$ cat src/rtl/serial_subtractor.sv
// serial_subtractor: bit-serial subtractor producing a - b - b_in over
// NR_BITS, one bit per clock, LSB first, through a single registered borrow.
// A start/busy/done handshake sequences it. Results are held in output
// registers until the next accepted start completes.

module serial_subtractor #(
    parameter int NR_BITS = 4
) (
    input  logic               clk,
    input  logic               rst,
    input  logic               start,
    input  logic [NR_BITS-1:0] a,
    input  logic [NR_BITS-1:0] b,
    input  logic               b_in,
    output logic [NR_BITS-1:0] diff,
    output logic               b_out,
    output logic               ovf,
    output logic               busy,
    output logic               done
);

    localparam int CNT_W = (NR_BITS > 1) ? $clog2(NR_BITS) : 1;
    localparam logic [CNT_W-1:0] LAST_BIT = CNT_W'(NR_BITS - 1);

    typedef enum logic [1:0] {
        IDLE,
        RUN,
        DONE
    } state_t;

    state_t state;
    state_t state_nx;

    logic [NR_BITS-1:0] a_sh;
    logic [NR_BITS-1:0] a_sh_nx;
    logic [NR_BITS-1:0] b_sh;
    logic [NR_BITS-1:0] b_sh_nx;
    logic [NR_BITS-1:0] res_sh;
    logic [NR_BITS-1:0] res_sh_nx;
    logic               brw;
    logic               brw_nx;
    logic [CNT_W-1:0]   cnt;
    logic [CNT_W-1:0]   cnt_nx;

    logic [NR_BITS-1:0] diff_nx;
    logic               b_out_nx;
    logic               ovf_nx;
    logic               busy_nx;
    logic               done_nx;

    logic               bit_d;
    logic               bit_brw;
    logic [NR_BITS-1:0] res_shifted;

    // One-bit full-subtractor slice on the current LSBs and the stored borrow.
    always_comb begin
        bit_d       = a_sh[0] ^ b_sh[0] ^ brw;
        bit_brw     = (~a_sh[0] & b_sh[0]) | (~(a_sh[0] ^ b_sh[0]) & brw);
        res_shifted = {bit_d, res_sh[NR_BITS-1:1]};
    end

    // Next-state and next-output logic; every target holds its value by default.
    // On the final bit the current brw is the borrow into the MSB, so the
    // overflow flag is that borrow XOR the borrow out of the MSB.
    always_comb begin
        state_nx  = state;
        a_sh_nx   = a_sh;
        b_sh_nx   = b_sh;
        res_sh_nx = res_sh;
        brw_nx    = brw;
        cnt_nx    = cnt;
        diff_nx   = diff;
        b_out_nx  = b_out;
        ovf_nx    = ovf;
        busy_nx   = busy;
        done_nx   = 1'b0;

        case (state)
            IDLE: begin
                if (start) begin
                    state_nx  = RUN;
                    a_sh_nx   = a;
                    b_sh_nx   = b;
                    brw_nx    = b_in;
                    cnt_nx    = '0;
                    res_sh_nx = '0;
                    busy_nx   = 1'b1;
                end
            end

            RUN: begin
                a_sh_nx   = a_sh >> 1;
                b_sh_nx   = b_sh >> 1;
                res_sh_nx = res_shifted;
                brw_nx    = bit_brw;
                if (cnt == LAST_BIT) begin
                    state_nx = DONE;
                    diff_nx  = res_shifted;
                    b_out_nx = bit_brw;
                    ovf_nx   = brw ^ bit_brw;
                    done_nx  = 1'b1;
                end else begin
                    cnt_nx = cnt + 1'b1;
                end
            end

            DONE: begin
                state_nx = IDLE;
                busy_nx  = 1'b0;
            end

            default: begin
                state_nx = IDLE;
                busy_nx  = 1'b0;
            end
        endcase
    end

    // State, datapath and output registers; reset wins over everything.
    always_ff @(posedge clk) begin
        if (rst) begin
            state  <= IDLE;
            a_sh   <= '0;
            b_sh   <= '0;
            res_sh <= '0;
            brw    <= 1'b0;
            cnt    <= '0;
            diff   <= '0;
            b_out  <= 1'b0;
            ovf    <= 1'b0;
            busy   <= 1'b0;
            done   <= 1'b0;
        end else begin
            state  <= state_nx;
            a_sh   <= a_sh_nx;
            b_sh   <= b_sh_nx;
            res_sh <= res_sh_nx;
            brw    <= brw_nx;
            cnt    <= cnt_nx;
            diff   <= diff_nx;
            b_out  <= b_out_nx;
            ovf    <= ovf_nx;
            busy   <= busy_nx;
            done   <= done_nx;
        end
    end

endmodule

$ cat config.mk
export PLATFORM = sky130hd
export DESIGN_NAME = serial_subtractor
export DESIGN_NICKNAME = d
export VERILOG_FILES = /design/src/rtl/serial_subtractor.sv
export SDC_FILE = /design/constraint.sdc
export NUM_CORES = 1
export LEC_CHECK = 0
export BUFFER_PORTS_ARGS = -buffer_cell sky130_fd_sc_hd__buf_2
export CAP_MARGIN = 30
export CORE_MARGIN = 3
export CORE_UTILIZATION = 47
export DETAILED_ROUTE_END_ITERATION = 10
export GPL_ROUTABILITY_DRIVEN = 0
export PLACE_DENSITY = 0.74
export SLEW_MARGIN = 0
export SYNTH_ARGS = -nofsm -noshare
export SYNTH_HDL_FRONTEND = slang
export SYNTH_SLANG_ARGS = --single-unit
$ cat constraint.sdc
create_clock -name clk -period 1.3 [get_ports clk]
set_clock_uncertainty 0.1 [all_clocks]
set_input_delay 0.13 -clock clk [delete_from_list [all_inputs] [get_ports clk]]
set_output_delay 0.13 -clock clk [all_outputs]
set_load 0.03 [all_outputs]
; ---- After elaboration in Yosys (flattened, before gate mapping)
; Cells that the tools add are included.
[totals]
regBits = 25
latch_bits = 0
mem_bits_rw = 0
romBits = 0
inputBits = 12
out_inout_bits = 8
wordCells = 51
n_memories = 0
[classes]
n_addsub = 1
mul = 0
div = 0
n_lt_le_gt_ge = 0
n_eq_ne = 5
shifts = 0
n_mux = 17
bitwise = 9
n_reduce_logical = 8
[ops]
columns = cell, count
row1 = $pmux W4 S2, 3
row2 = $mux W4, 3
row3 = $mux W2, 4
row4 = $pmux W2 S2, 2
row5 = $reduce_and A2 Y1, 4
row6 = $ne A2 B2 Y1 const B, 3
row7 = $pmux W1 S2, 2
row8 = $mux W1, 3
row9 = $not A1 Y1, 3
row10 = $reduce_and A3 Y1, 1
row11 = $xor A1 B1 Y1, 3
row12 = $add A2 B1 Y2 const B, 1
row13 = $and A1 B1 Y1, 2
row14 = $eq A2 B1 Y1 const B, 1
row15 = $eq A2 B2 Y1 const B, 1
row16 = $logic_not A2 Y1, 1
row17 = $reduce_bool A2 Y1, 1
row18 = $reduce_or A2 Y1, 1
row19 = $or A1 B1 Y1, 1

; ---- Depth between registers and ports, before layout
[depth]
word_depth = 5
ltp_mapped = 5
depth_no_buf = 5

; ---- Least setup slack after synthesis
; No wires, ideal clock.
[synth_path]
kind = register -> register
from = register brw
to = register brw
setup_ns = 0.086
arrival_ns = 1.168
required_time_ns = 1.114
setup_slack_ns = -0.053
stages_incl_launch_ff = 6
n_path_buf = 0
synth_period_minus_slack_ns = 1.353
path_cell_list = dfxtp_1 inv_1 fa_1 nor2b_1 a21oi_1 a211oi_1
[synth_via]
elab_chain_len = 3
[synth_lines]
columns = element, line_no
row1 = start: declaration, 40  ; logic brw;
row2 = start signal: assignment, 138  ; brw <= brw_nx;
row3 = $and A1 B1 Y1, 58  ; bit_brw = (~a_sh[0] & b_sh[0]) | (~(a_sh[0] ^ b_sh[0]) & brw);
row4 = $or A1 B1 Y1, 58
row5 = $pmux W1 S2, 78  ; case (state)
; No other way between the ends.
; A chain may end at the register's enable or synchronous reset.

; ---- Final worst setup path
; Ends and elaborated chain as after synthesis.

==> results.txt <==
run status -> finished with violations
violated checks -> negative setup slack
Critical Path RT -> 1450 ps
CTS Root Buffer Type -> clkbuf_4
Final Net Count -> 156
RSZ-0062 raised after global routing -> yes
I/O Pins -> 20
global-route wire length before repair -> 3.539 mm
Setup violations, final -> 3
DRC Markers -> 0
CP cell instances -> inv_2 > fa_2 > nor2b_2 > a21oi_2 > a211oi_2
worst reg2reg path depth -> 5
DP HPWL -> 1.482 mm
crit path launch type -> flop
R2R setup slack -> -50 ps
max_cap viols -> 0
largest net degree at the start of global routing -> 25
Worst Setup Path Type -> reg2reg
Gate Count Post-Synth -> 111
CTS H-tree lvls -> 1
CTS Buf Count -> 3
Syn Nets -> 125
die height -> 53.09 um
R2R Path End -> brw$_SDFFE_PP0P_
via count -> 877
crit path max-delay cell type -> fa_2
Worst-Margin Slew -> 460.2 ps
later-pin clock latency in the skew report -> 320 ps
die area -> 2819 um^2
Core ar. -> 2022 um^2
Non-Filler Instances -> 168
port bufs -> 19
Worst Setup SP -> brw$_SDFFE_PP0P_
vias in the first global route -> 831
Final Critical Period -> 1352 ps
Final Instance Area -> 1311 um^2
share of cells above drive strength 1 -> 40.43%
Post-Route WL -> 2.098 mm
Final period util -> 104.0%
Filler Cells Inserted -> 171
Chip Width -> 53.09 um
Critical Path AT -> 1500 ps
Area Growth Syn to Fin -> 25.81%
Worst Setup EP -> brw$_SDFFE_PP0P_
#FFs+latches synth -> 24
sequential cell area fraction in the yosys report -> 46.10%
Ys Warns -> 0
maximum vdd drop -> 853.0 uV
DR iter-0 viols -> 6
Pre-antenna DRT Iters -> 4
Syn Area/Cell -> 9.390 um^2
GRT overflow -> 0
Hold Fails Final Rpt -> 0
fin. max-slew vios -> 0
Sink Count -> 24
# placed instances -> 160
worst setup margin -> -51.76 ps
class of the worst hold path -> in2reg
clk slew on worst S/H paths -> 140 ps
crit end category -> flop
antenna violations before repair -> 0
placed cell area -> 1191 um^2
max_slew headroom -> 69.32%
Syn Std Cell Area -> 1042 um^2
reg2reg start -> brw$_SDFFE_PP0P_
diode count -> 0
crit-path max FO -> 3
Vias per Instance -> 5.220
Max Freq -> 739.8 MHz
cell leakage power -> 0.5284 nW
Max Buffers Root-to-Sink -> 2
Row Count -> 16
post-route ant nets -> 0
Tot GR Track Use -> 17.50%
Critical Path Max Stage Delay -> 390 ps
WL per Instance -> 12.49 um
pwr dens -> 1194 nW/um^2
synth unique cells -> 30
Initial Util -> 51.55%
CTS tree -> done
==> placed cells by master, fill, tap and decap left out, drive strengths merged <==
master / n
buf: 32
dfxtp: 24
nor2: 18
a21oi: 9
nand2: 7
nand3: 7
a211oi: 7
a22oi: 5
o2bb2ai: 4
clkbuf: 3
inv: 3
o22ai: 2
a31oi: 2
dlygate4sd3: 2
nor2b: 2
o21bai: 1
clkinvlp: 1
o21ba: 1
nand2b: 1
a221oi: 1
a311oi: 1
nand3b: 1
xnor2: 1
nor3: 1
nor3b: 1
nor4b: 1
fa: 1
ha: 1
bufinv: 1
==> per-stage QoR <==
stage	hold WS [ps]	power [mW]	utilization (%)	setup WS (ps)	TNS [ps]
3_5_place_dp	288.5	1.019	58.91	-48.03	-224.1
4_1_cts	28.64	1.574	63.61	-30.43	-51.03
5_1_grt	46.69	1.652	64.85	-126.2	-618.6
6_report	45.14	1.566	64.85	-51.76	-95.86
2_1_floorplan	96.25	0.9551	-	9.105	0
3_3_place_gp	273.1	1.013	58.91	19.96	0
==> cells in the mapped netlist, drive strengths merged <==
cell type	instances	area [um^2]
inv	4	15.01
buf	5	50.04
nand3	7	35.03
nor3b	1	7.510
a31oi	2	12.51
nand2b	1	6.260
nor3	1	5.000
o21bai	1	11.26
a311oi	1	15.01
nand3b	1	7.510
fa	1	20.02
o21ba	1	16.27
dfxtp	24	480.5
a21oi	9	48.80
a211oi	7	52.55
a22oi	5	37.54
clkbuf	3	15.02
o2bb2ai	4	35.03
a221oi	1	15.01
ha	1	12.51
nor4b	1	8.760
nand2	7	26.28
nor2	18	67.56
nor2b	2	20.02
o22ai	2	12.51
xnor2	1	8.760
==> cells by family (layout without fill, tap and decap cells) <==
| group | Yosys count | after routing | share of synthesized area [%] |
|---|---|---|---|
| XOR/XNOR | 1 | 1 | 0.8405 |
| buffers and inverters | 12 | 42 | 7.682 |
| AO/OA/AOI/OAI | 33 | 33 | 24.61 |
| AND/OR/NAND/NOR | 39 | 39 | 17.65 |
| flip-flops | 24 | 24 | 46.10 |
| adder cells (fa/ha/maj) | 2 | 2 | 3.121 |
==> where the power goes <==
group	internal (mW)	switching, mW
logic	0.115	0.117
clock network	0.312	0.228
registers	0.772	0.0221
==> worst min-delay path by stage <==
stage          from                    to  slack (ps)  cells past startpoint
2_1_floorplan   rst  b_sh[0]$_SDFFE_PP0P_         100                      1
3_3_place_gp   a[3]  a_sh[3]$_SDFFE_PP0P_         270                      3
3_5_place_dp   a[3]  a_sh[3]$_SDFFE_PP0P_         290                      3
4_1_cts        b[1]  b_sh[1]$_SDFFE_PP0P_          30                      3
5_1_grt        b_in      brw$_SDFFE_PP0P_          50                      3
6_report       b[1]  b_sh[1]$_SDFFE_PP0P_          50                      3
==> flip-flops by register name, indices dropped and copies added, names as in the netlist <==
signal  cells
brw         1
diff        4
cnt         2
busy        1
b_sh        4
done        1
state       2
b_out       1
res_sh      3
a_sh        4
ovf         1
==> critical path, delay by kind of cell, from the launching register on <==
kind                       cells  cell delay [ps]
AOI/OAI and AO/OA              2              240
DFF                            1              360
buffers and inverters          1               40
and+or+nand+nor                1              150
adders and majority gates      1              390
==> layer usage <==
metal | routed length, um | global-route usage [%]
met5 | 0 | 0
met2 | 1025 | 29.96
met1 | 960 | 20.48
met4 | 45 | 10.21
met3 | 66 | 2.535
==> timing repair <==
action / CTS / global route
hold buffers: 2 / 0
hold endpoints to repair: 2 / 0
buffers inserted: 2 / 0
endpoints found under the setup margin: 6 / 17
gates resized for setup: 5 / 9
pin swaps: 5 / 4
==> final cells by class <==
class                           instances  area (um^2)  area share, %
Clock buffer                            3        22.52          1.718
Clock inverter                          1        30.03          2.290
Inverter                                4        18.77          1.431
Multi-Input combinational cell         75        506.7          38.64
Sequential cell                        24        486.7          37.12
Tap cell                               27        33.78          2.576
Timing Repair Buffer                   34        212.7          16.22
Power figures use the tool's default switching activity.
